### config.mk
export PLATFORM = sky130hd
export DESIGN_NAME = host_mux_arb
export DESIGN_NICKNAME = d
export VERILOG_FILES = /design/src/rtl/host_mux_pkg.sv /design/src/rtl/host_arb.sv /design/src/rtl/host_mux_arb.sv
export SDC_FILE = /design/constraint.sdc
export NUM_CORES = 1
export LEC_CHECK = 0
export ABC_AREA = 1
export CORE_MARGIN = 10
export CORE_UTILIZATION = 50
export DETAILED_ROUTE_END_ITERATION = 10
export PLACE_DENSITY = 0.79
export SETUP_SLACK_MARGIN = 0.3
export SLEW_MARGIN = 0
export SYNTH_ARGS = -nofsm -noshare
export SYNTH_HDL_FRONTEND = slang
export SYNTH_SLANG_ARGS = --single-unit
### constraint.sdc
create_clock -name clk -period 1.79 [get_ports clk]
set_input_delay 0.358 -clock clk [delete_from_list [all_inputs] [get_ports clk]]
set_output_delay 0.358 -clock clk [all_outputs]
set_load 0.02 [all_outputs]
### src/rtl/host_mux_pkg.sv
// Shared types and helpers for the host SPI mux/arbiter slice.
package host_mux_pkg;

  typedef enum logic [1:0] {
    IDLE  = 2'd0,
    BUSY  = 2'd1,
    GUARD = 2'd2
  } state_t;

  localparam int ARB_FIXED = 0;
  localparam int ARB_RR    = 1;

  // Ceiling log2, minimum 1 so a 2-host build still gets a 1-bit index.
  function automatic int clog2(input int v);
    int r;
    r = 1;
    for (int i = 1; i < 31; i++)
      if ((1 << i) < v) r = i + 1;
    return r;
  endfunction

endpackage

### src/rtl/host_arb.sv
// Combinational CS#-request arbiter: fixed priority (lowest index) or
// round-robin starting one past the current grant.
module host_arb
  import host_mux_pkg::*;
#(
  parameter int NUM_HOSTS = 4,
  parameter int ARB_MODE  = ARB_FIXED,
  parameter int SEL_W     = clog2(NUM_HOSTS)
) (
  input  logic [NUM_HOSTS-1:0] req,
  input  logic [SEL_W-1:0]     last,
  output logic [SEL_W-1:0]     grant_idx,
  output logic                 grant_vld
);

  logic [SEL_W-1:0] idx;

  // Scan hosts in priority order; first requester found wins.
  always_comb begin
    grant_idx = '0;
    grant_vld = 1'b0;
    idx       = '0;
    for (int k = 0; k < NUM_HOSTS; k++) begin
      if (ARB_MODE == ARB_RR) idx = SEL_W'((int'(last) + 1 + k) % NUM_HOSTS);
      else                    idx = SEL_W'(k);
      if (!grant_vld && req[idx]) begin
        grant_vld = 1'b1;
        grant_idx = idx;
      end
    end
  end

endmodule

### src/rtl/host_mux_arb.sv
// N-host SPI front-end mux. Routes one host port to the flash-side port and
// reselects only in IDLE, after the selected CS# has been high for a guard
// interval. Contention (another host starting a request while a transaction
// or guard is in progress) is pulsed and counted.
module host_mux_arb
  import host_mux_pkg::*;
#(
  parameter int NUM_HOSTS    = 4,
  parameter int SYNC_STAGES  = 2,
  parameter int GUARD_CYCLES = 4,
  parameter int ARB_MODE     = ARB_FIXED,
  parameter int CNT_W        = 8,
  localparam int SEL_W       = clog2(NUM_HOSTS)
) (
  input  logic                 clk,
  input  logic                 rst,
  input  logic [NUM_HOSTS-1:0] hs_clk,
  input  logic [NUM_HOSTS-1:0] hs_cs_n,
  input  logic [NUM_HOSTS-1:0] hs_mosi,
  output logic [NUM_HOSTS-1:0] hs_miso,
  output logic                 h_clk,
  output logic                 h_cs_n,
  output logic                 h_mosi,
  input  logic                 h_miso,
  input  logic                 sw_override,
  input  logic [SEL_W-1:0]     sw_select,
  output logic [SEL_W-1:0]     sel_idx,
  output logic                 active_transaction,
  output logic                 switching_blocked,
  output logic                 contention,
  output logic [CNT_W-1:0]     contention_cnt
);

  localparam int GW = 8;

  logic [SYNC_STAGES-1:0][NUM_HOSTS-1:0] cs_pipe;
  logic [NUM_HOSTS-1:0] cs_sync, cs_sync_d, fall, sel_oh;
  state_t               state, state_nxt;
  logic [SEL_W-1:0]     sel, sel_nxt, tgt, arb_idx;
  logic [GW-1:0]        gcnt, gcnt_nxt;
  logic                 tgt_vld, arb_vld, sw_in_range, blk_nxt, cont_ev;

  assign cs_sync = cs_pipe[SYNC_STAGES-1];

  // Raw pins go straight through, steered by the registered grant.
  assign h_clk  = hs_clk[sel];
  assign h_cs_n = hs_cs_n[sel];
  assign h_mosi = hs_mosi[sel];

  genvar gi;
  generate
    for (gi = 0; gi < NUM_HOSTS; gi++) begin : g_miso
      assign hs_miso[gi] = (sel == SEL_W'(gi)) ? h_miso : 1'b1;
    end
    // Power-of-two host counts cannot express an out-of-range select.
    if ((1 << SEL_W) == NUM_HOSTS) begin : g_rng_full
      assign sw_in_range = 1'b1;
    end else begin : g_rng_part
      assign sw_in_range = (sw_select < SEL_W'(NUM_HOSTS));
    end
  endgenerate

  host_arb #(.NUM_HOSTS(NUM_HOSTS), .ARB_MODE(ARB_MODE), .SEL_W(SEL_W)) u_arb (
    .req       (~cs_sync),
    .last      (sel),
    .grant_idx (arb_idx),
    .grant_vld (arb_vld)
  );

  // Candidate for the next grant: software choice or arbiter winner.
  always_comb begin
    if (sw_override) begin
      tgt     = sw_select;
      tgt_vld = sw_in_range;
    end else begin
      tgt     = arb_idx;
      tgt_vld = arb_vld;
    end
  end

  // Selection FSM: a live transaction on the current grant beats reselection.
  always_comb begin
    state_nxt = state;
    sel_nxt   = sel;
    gcnt_nxt  = gcnt;
    case (state)
      IDLE: begin
        if (!cs_sync[sel])                state_nxt = BUSY;
        else if (tgt_vld && (tgt != sel)) sel_nxt   = tgt;
      end
      BUSY: begin
        if (cs_sync[sel]) begin
          state_nxt = GUARD;
          gcnt_nxt  = '0;
        end
      end
      GUARD: begin
        if (!cs_sync[sel])                         state_nxt = BUSY;
        else if (gcnt == GW'(GUARD_CYCLES - 1))    state_nxt = IDLE;
        else                                       gcnt_nxt  = gcnt + 1'b1;
      end
      default: state_nxt = IDLE;
    endcase
    // Evaluated against the next state so the flag lines up with state.
    blk_nxt = (state_nxt != IDLE) && tgt_vld && (tgt != sel_nxt);
  end

  // Contention: a fresh CS# fall on any non-granted host outside IDLE.
  always_comb begin
    sel_oh      = '0;
    sel_oh[sel] = 1'b1;
    fall        = cs_sync_d & ~cs_sync;
    cont_ev     = (state != IDLE) && |(fall & ~sel_oh);
  end

  // CS# synchroniser plus one delayed copy for edge detection.
  always_ff @(posedge clk) begin
    if (rst) begin
      cs_pipe   <= '1;
      cs_sync_d <= '1;
    end else begin
      cs_pipe[0] <= hs_cs_n;
      for (int s = 1; s < SYNC_STAGES; s++) cs_pipe[s] <= cs_pipe[s-1];
      cs_sync_d  <= cs_sync;
    end
  end

  // Control state, flags and saturating contention counter.
  always_ff @(posedge clk) begin
    if (rst) begin
      state             <= IDLE;
      sel               <= '0;
      gcnt              <= '0;
      switching_blocked <= 1'b0;
      contention        <= 1'b0;
      contention_cnt    <= '0;
    end else begin
      state             <= state_nxt;
      sel               <= sel_nxt;
      gcnt              <= gcnt_nxt;
      switching_blocked <= blk_nxt;
      contention        <= cont_ev;
      if (cont_ev && (contention_cnt != {CNT_W{1'b1}}))
        contention_cnt <= contention_cnt + 1'b1;
    end
  end

  assign sel_idx            = sel;
  assign active_transaction = |(~cs_sync);

endmodule

-- Yosys cells after proc, flatten, opt, wreduce, memory -nomap -nowiden
Index checks and enable logic that the tools add are counted.
- flip-flop bits (word level): 34
- input bits: 18
- logic and storage cells: 84
- add/subtract/negate cells: 2
- order comparisons: 2
- equal/unequal tests: 12
- mux-type cells: 35
- bitwise logic cells: 4
- reductions and logical operators: 20
- operators with widths (kind ; number):
    2-to-1 mux 8 bit ; 3
    2-to-1 mux 2 bit ; 10
    adder 8 x 1 -> 8 bit (second input constant) ; 2
    case mux 8 bit (2 select lines) ; 1
    2-to-1 mux 1 bit ; 15
    logical AND 1 bit ; 9
    bitwise AND 4 bit ; 2
    binary-select mux 1 bit (select 2 bit) ; 4
    == test 8 x 2 -> 1 bit (second input constant) ; 1
    != test 8 bit (second input constant) ; 1
    inverter 4 bit ; 2
    OR reduction 4 bit ; 2
    == test 2 bit (second input constant) ; 3
    != test 2 bit (second input constant) ; 3
    case mux 2 bit (3 select lines) ; 1
    nonzero test 2 bit ; 3
    == test 2 x 1 -> 1 bit (second input constant) ; 2
    logical NOT 2 bit ; 2
    != test 2 bit ; 2
    AND reduction 4 bit ; 1
    logical NOT 1 bit ; 3
    less-than comparator 2 x 3 -> 1 bit (second input constant) ; 1
    demux 1 bit (select 2 bit) ; 1
    greater-or-equal comparator 2 x 1 -> 1 bit (second input constant) ; 1

-- Longest topological paths before layout
- depth after elaboration: 19
- depth in mapped cells: 11

-- Cells and area by module
From an unflattened synthesis, not the netlist that was laid out.
- cells, all modules: 278
- area, all modules: 1881.8 um2
- modules (own cells, without submodules) (module ; instances ; cells each ; area an instance (um2)):
    host_mux_arb ; 1 ; 269 ; 1833.0
    host_arb ; 1 ; 9 ; 48.8

-- Worst setup path before layout
Ideal clock, no wire load.
- path type: reg-to-reg
- from: register contention_cnt[0]
- to: register contention_cnt[6]
- data arrival time: 1.491 ns
- data required time: 1.720 ns
- path slack: 0.229 ns
- cell stages (with the launch flop): 8
- path buffers: 0
- clock period less this slack: 1.561 ns
- cells stage by stage: dfxtp_1 > ha_1 > nand3_1 > nor2_1 > nand3_2 > nand3_2 > nand2_1 > a21oi_1
- longest elaborated chain between the ends: 2
- elaborated cells on any way between the ends: 3
- classes of those cells: add/sub (1); eq/ne (1); reduce/logical (1)
- ends and longest elaborated chain (element ; line ; RTL):
    from (decl) ; host_mux_arb.sv:31 ; output logic [CNT_W-1:0] contention_cnt
    from (signal assigned) ; host_mux_arb.sv:144 ; contention_cnt <= contention_cnt + 1'b1;
    branches (longest 2 deep; another with adder 8 x 1 -> 8 bit) ; -- ;
Parallel ways; which one is timed is not known.
A chain may end at the register's enable or synchronous reset.

-- Worst setup path in the final report
- from: register sel[1] (netlist: sel_idx[1])
- to: output port h_cs_n
- longest elaborated chain between the ends: 2
- ends and longest elaborated chain (element ; line ; RTL):
    from (decl) ; host_mux_arb.sv:39 ; logic [SEL_W-1:0] sel, sel_nxt, tgt, arb_idx;
    from (signal assigned) ; host_mux_arb.sv:139 ; sel <= sel_nxt;
    binary-select mux 1 bit (select 2 bit) ; host_mux_arb.sv:47 ; assign h_cs_n = hs_cs_n[sel];
    2-to-1 mux 1 bit (implied by the code) ; host_mux_arb.sv:47 ;
    to (decl) ; host_mux_arb.sv:22 ; output logic h_cs_n,
Every way passes these cells. The select of a mux whose other input is x is not followed.

==> impl_metrics.toml <==
[synthesis]
ys_ff_latch = 34
netlist.top_cell.by_area = "dfxtp_1"
yosys_warnings = 0
synth.cell_area_um2 = 1800
synth_edf_count = 0
async_flop_share_pct = 0
synth_top_cell_area_share_pct = 37.8
yosysMostFrequentCell = "nand2_1"
synth_fp_nets = 296
seq_area_frac_synth_pct = 37.8
synth.distinct_cells = 27
synth_commonest_cells = "nand2_1, dfxtp_1, nor2_1, inv_1, nand3_1"
yosys-top-cells-area = "dfxtp_1, nand2_1, nand3_1, nor2_1, inv_1"
synth_area_per_cell_um2 = 6.53
synthesis.instances = 276
ys.flop_type = "dfxtp_1"

[placed_design]
io_buffer_count = 37
place_ws_ns = -0.375
gp_congestion = 0.868
dpl_cell_area_um2 = 2340
dp_hpwl_um = 3430

[power_and_ir_drop]
p_sw_share_pct = 39.3
clockPowerShare_pct = 22.7
ir_worst_vdd_v = 0.000762
power_leakage_nw = 1.31
switching_power_w = 0.00131
seqPwrFrac_pct = 27.5
pwr-share-comb_pct = 49.9
power.internal_w = 0.00201
powerDensity_nw_per_um2 = 1180
power_w = 0.00332

[global_routing]
grt_pass1_vias = 1794
antenna_found_initial = 0
grt_start_max_net_pins = 21
grt_first_pass_wirelength_um = 7970
overflow = 0
grt_use_total_pct = 15.3

[setup_path]
cp-start-kind = "register"
rr_worst_depth = 11
endpoint_kind = "output port"
critPathRequiredTime_ns = 1.43
critPathMaxFanout = 6
arrival_ns = 1.40
crit_start = "sel_idx[1]$_SDFF_PP0_"
timing.rr.start = "sel_idx[0]$_SDFF_PP0_"
worst-path-buf-inv = 2
max_stage_delay_ns = 0.40
crit_chain = "buf_6, nor2_4, a21oi_2, o21ai_1, buf_4"
crit_slowest_cell = "dfxtp_4"
crit_type = "register to output port"
regToRegEndpoint = "gcnt[2]$_SDFFE_PP0P_"
cp_top_family = "flip-flops"
rrSetupSlack_ns = 0.18

[clocking]
htree_levels = 2
cts_tree = "built"
clkTransAtPathRegs_ns = 0.11
clock_latency_ns = 0.36
root_buffer = "clkbuf_4"
cts_num_sinks = 34
cts_hold_buf = 0
numCtsBuffers = 5
cts_buffer_depth = 2

[sta]
finalMaxSlewViolations = 0
fin_ws_ns = 0.0281
setup_viol = 0
fin_crit_sh_pct = 98.4
skew_ns = 0.00724
clock.fmax_ghz = 0.568
tightest_slew_ns = 0.321
maxSlewHeadroom_pct = 78.6
whs_ns = 0.419
finalHoldViolCount = 0
fin_crit_ns = 1.76
rsz0062_at_grt = "yes"

[run_status]
outcome = "finished clean"

[routing]
vias = 2093
via_per_inst = 5.27
drc = 0
first_iter_violations = 156
wirelength_um = 5680
ant_nets = 0
avgRoutedWirePerCell_um = 14.3
first_pass_iters = 4

[final_layout]
area_growth_pct = 55.9
final_cell_area_um2 = 2810
final_nets = 370
multi_input_comb_area_um2 = 1170
finalCoreUtilization_pct = 82.3
diodes = 0
area.sequential_um2 = 707
drive_gt1_share_pct = 35.6
fillCellCount = 218

[die]
num_rows = 21
die_area_um2 = 6410
die_w_um = 80.1
core-area_um2 = 3420
start_util_pct = 52.8
die_h_um = 80.1
ios = 38

[worst_hold_path]
hold_depth = 1
hp-start = "cs_pipe[3]$_SDFF_PP1_"
hp-class = "register to register"
worstHoldEndpoint = "cs_sync[3]$_SDFF_PP1_"

[run]
drv_cap = 0
[routing by layer]
metal  vias up  GRT usage [%]  share of wire (%)
met5         -              0                  0
met4         0           4.23                1.4
met3        14           4.12                3.8
met2        60           26.1                 51
met1       991           18.2                 44
li1       1028              -                  -
[per-stage QoR]
stage / cells / setup TNS, ns
2_1_floorplan: 276 / 0
3_3_place_gp: 372 / -1.06
3_5_place_dp: 372 / -1.17
4_1_cts: 388 / 0
5_1_grt: 397 / -0.0676
6_report: 397 / 0
[registers in the layout (all words and copies together), names as in the netlist]
signal,cells
cs_pipe,4
switching_blocked,1
cs_sync,4
contention,1
sel_idx,2
state,2
contention_cnt,8
gcnt,8
cs_sync_d,4
[power by group through the flow]
stage                     clock [W]  sequential (W)  combinational [W]
after global placement            0        0.000905            0.00110
after floorplan                   0        0.000931           0.000618
after global routing       0.000790        0.000923            0.00177
after CTS                  0.000742        0.000906            0.00121
final                      0.000753        0.000911            0.00165
after detailed placement          0        0.000906            0.00111
[what timing repair did]
action | 4_1_cts | 5_1_grt
cloned | 0 | 1
pin swaps | 6 | 20
resized for setup | 84 | 75
setup buffers | 8 | 8
endpoints found under the setup margin | 37 | 33
[kinds of logic after synthesis]
kind of cell,Yosys count,synth area share (%)
buffers and inverters,39,8.54
AO/OA/AOI/OAI,28,8.40
XOR/XNOR,6,2.92
adder cells (fa/ha/maj),2,1.39
flip-flops,34,37.8
AND/OR/NAND/NOR,167,41.0
[cell type report]
| type | instances | area share [%] |
|---|---|---|
| Clock buffer | 6 | 1.83 |
| Timing Repair Buffer | 70 | 21.9 |
| Multi-Input combinational cell | 204 | 41.5 |
| Sequential cell | 34 | 25.2 |
| Inverter | 35 | 5.39 |
| Clock inverter | 2 | 2.14 |
| Tap cell | 46 | 2.05 |
[layout by cell type (no fill, tap or decap), types with 2 or more instances in the layout]
cell / netlist / layout
o21ai_1: 4 / 6
dfxtp_2: 0 / 3
nor3b_1: 2 / 2
a21oi_2: 0 / 8
nand3_2: 3 / 3
dlygate4sd2_1: 0 / 4
buf_2: 0 / 2
nor2_1: 30 / 26
nand3_4: 0 / 3
o21ai_0: 4 / 2
xor2_1: 3 / 3
buf_6: 1 / 15
clkbuf_2: 0 / 5
nand2_1: 89 / 69
inv_2: 4 / 3
nor2_4: 1 / 4
bufinv_16: 0 / 2
nor2_2: 4 / 5
inv_1: 29 / 27
o21bai_1: 2 / 2
ha_1: 2 / 2
xnor2_1: 3 / 3
clkbuf_4: 0 / 5
dfxtp_1: 34 / 25
or2_2: 5 / 5
nand2_4: 1 / 6
buf_4: 0 / 26
clkdlybuf4s50_1: 0 / 17
nand2_2: 0 / 15
nand3_1: 24 / 21
dfxtp_4: 0 / 6
nand4_1: 6 / 6
inv_4: 0 / 3
a21oi_1: 15 / 7
[worst max-delay path by stage]
stage                                     end  slack (ns)  cells after the start
4_1_cts                                h_cs_n        0.04                      6
3_3_place_gp                           h_cs_n       -0.32                      6
3_5_place_dp                           h_cs_n       -0.38                      6
5_1_grt                                h_cs_n       -0.04                      6
2_1_floorplan  contention_cnt[6]$_SDFFE_PP0P_        0.34                      7
6_report                               h_cs_n        0.03                      5
No activity file was read; power rests on OpenSTA's default activity.
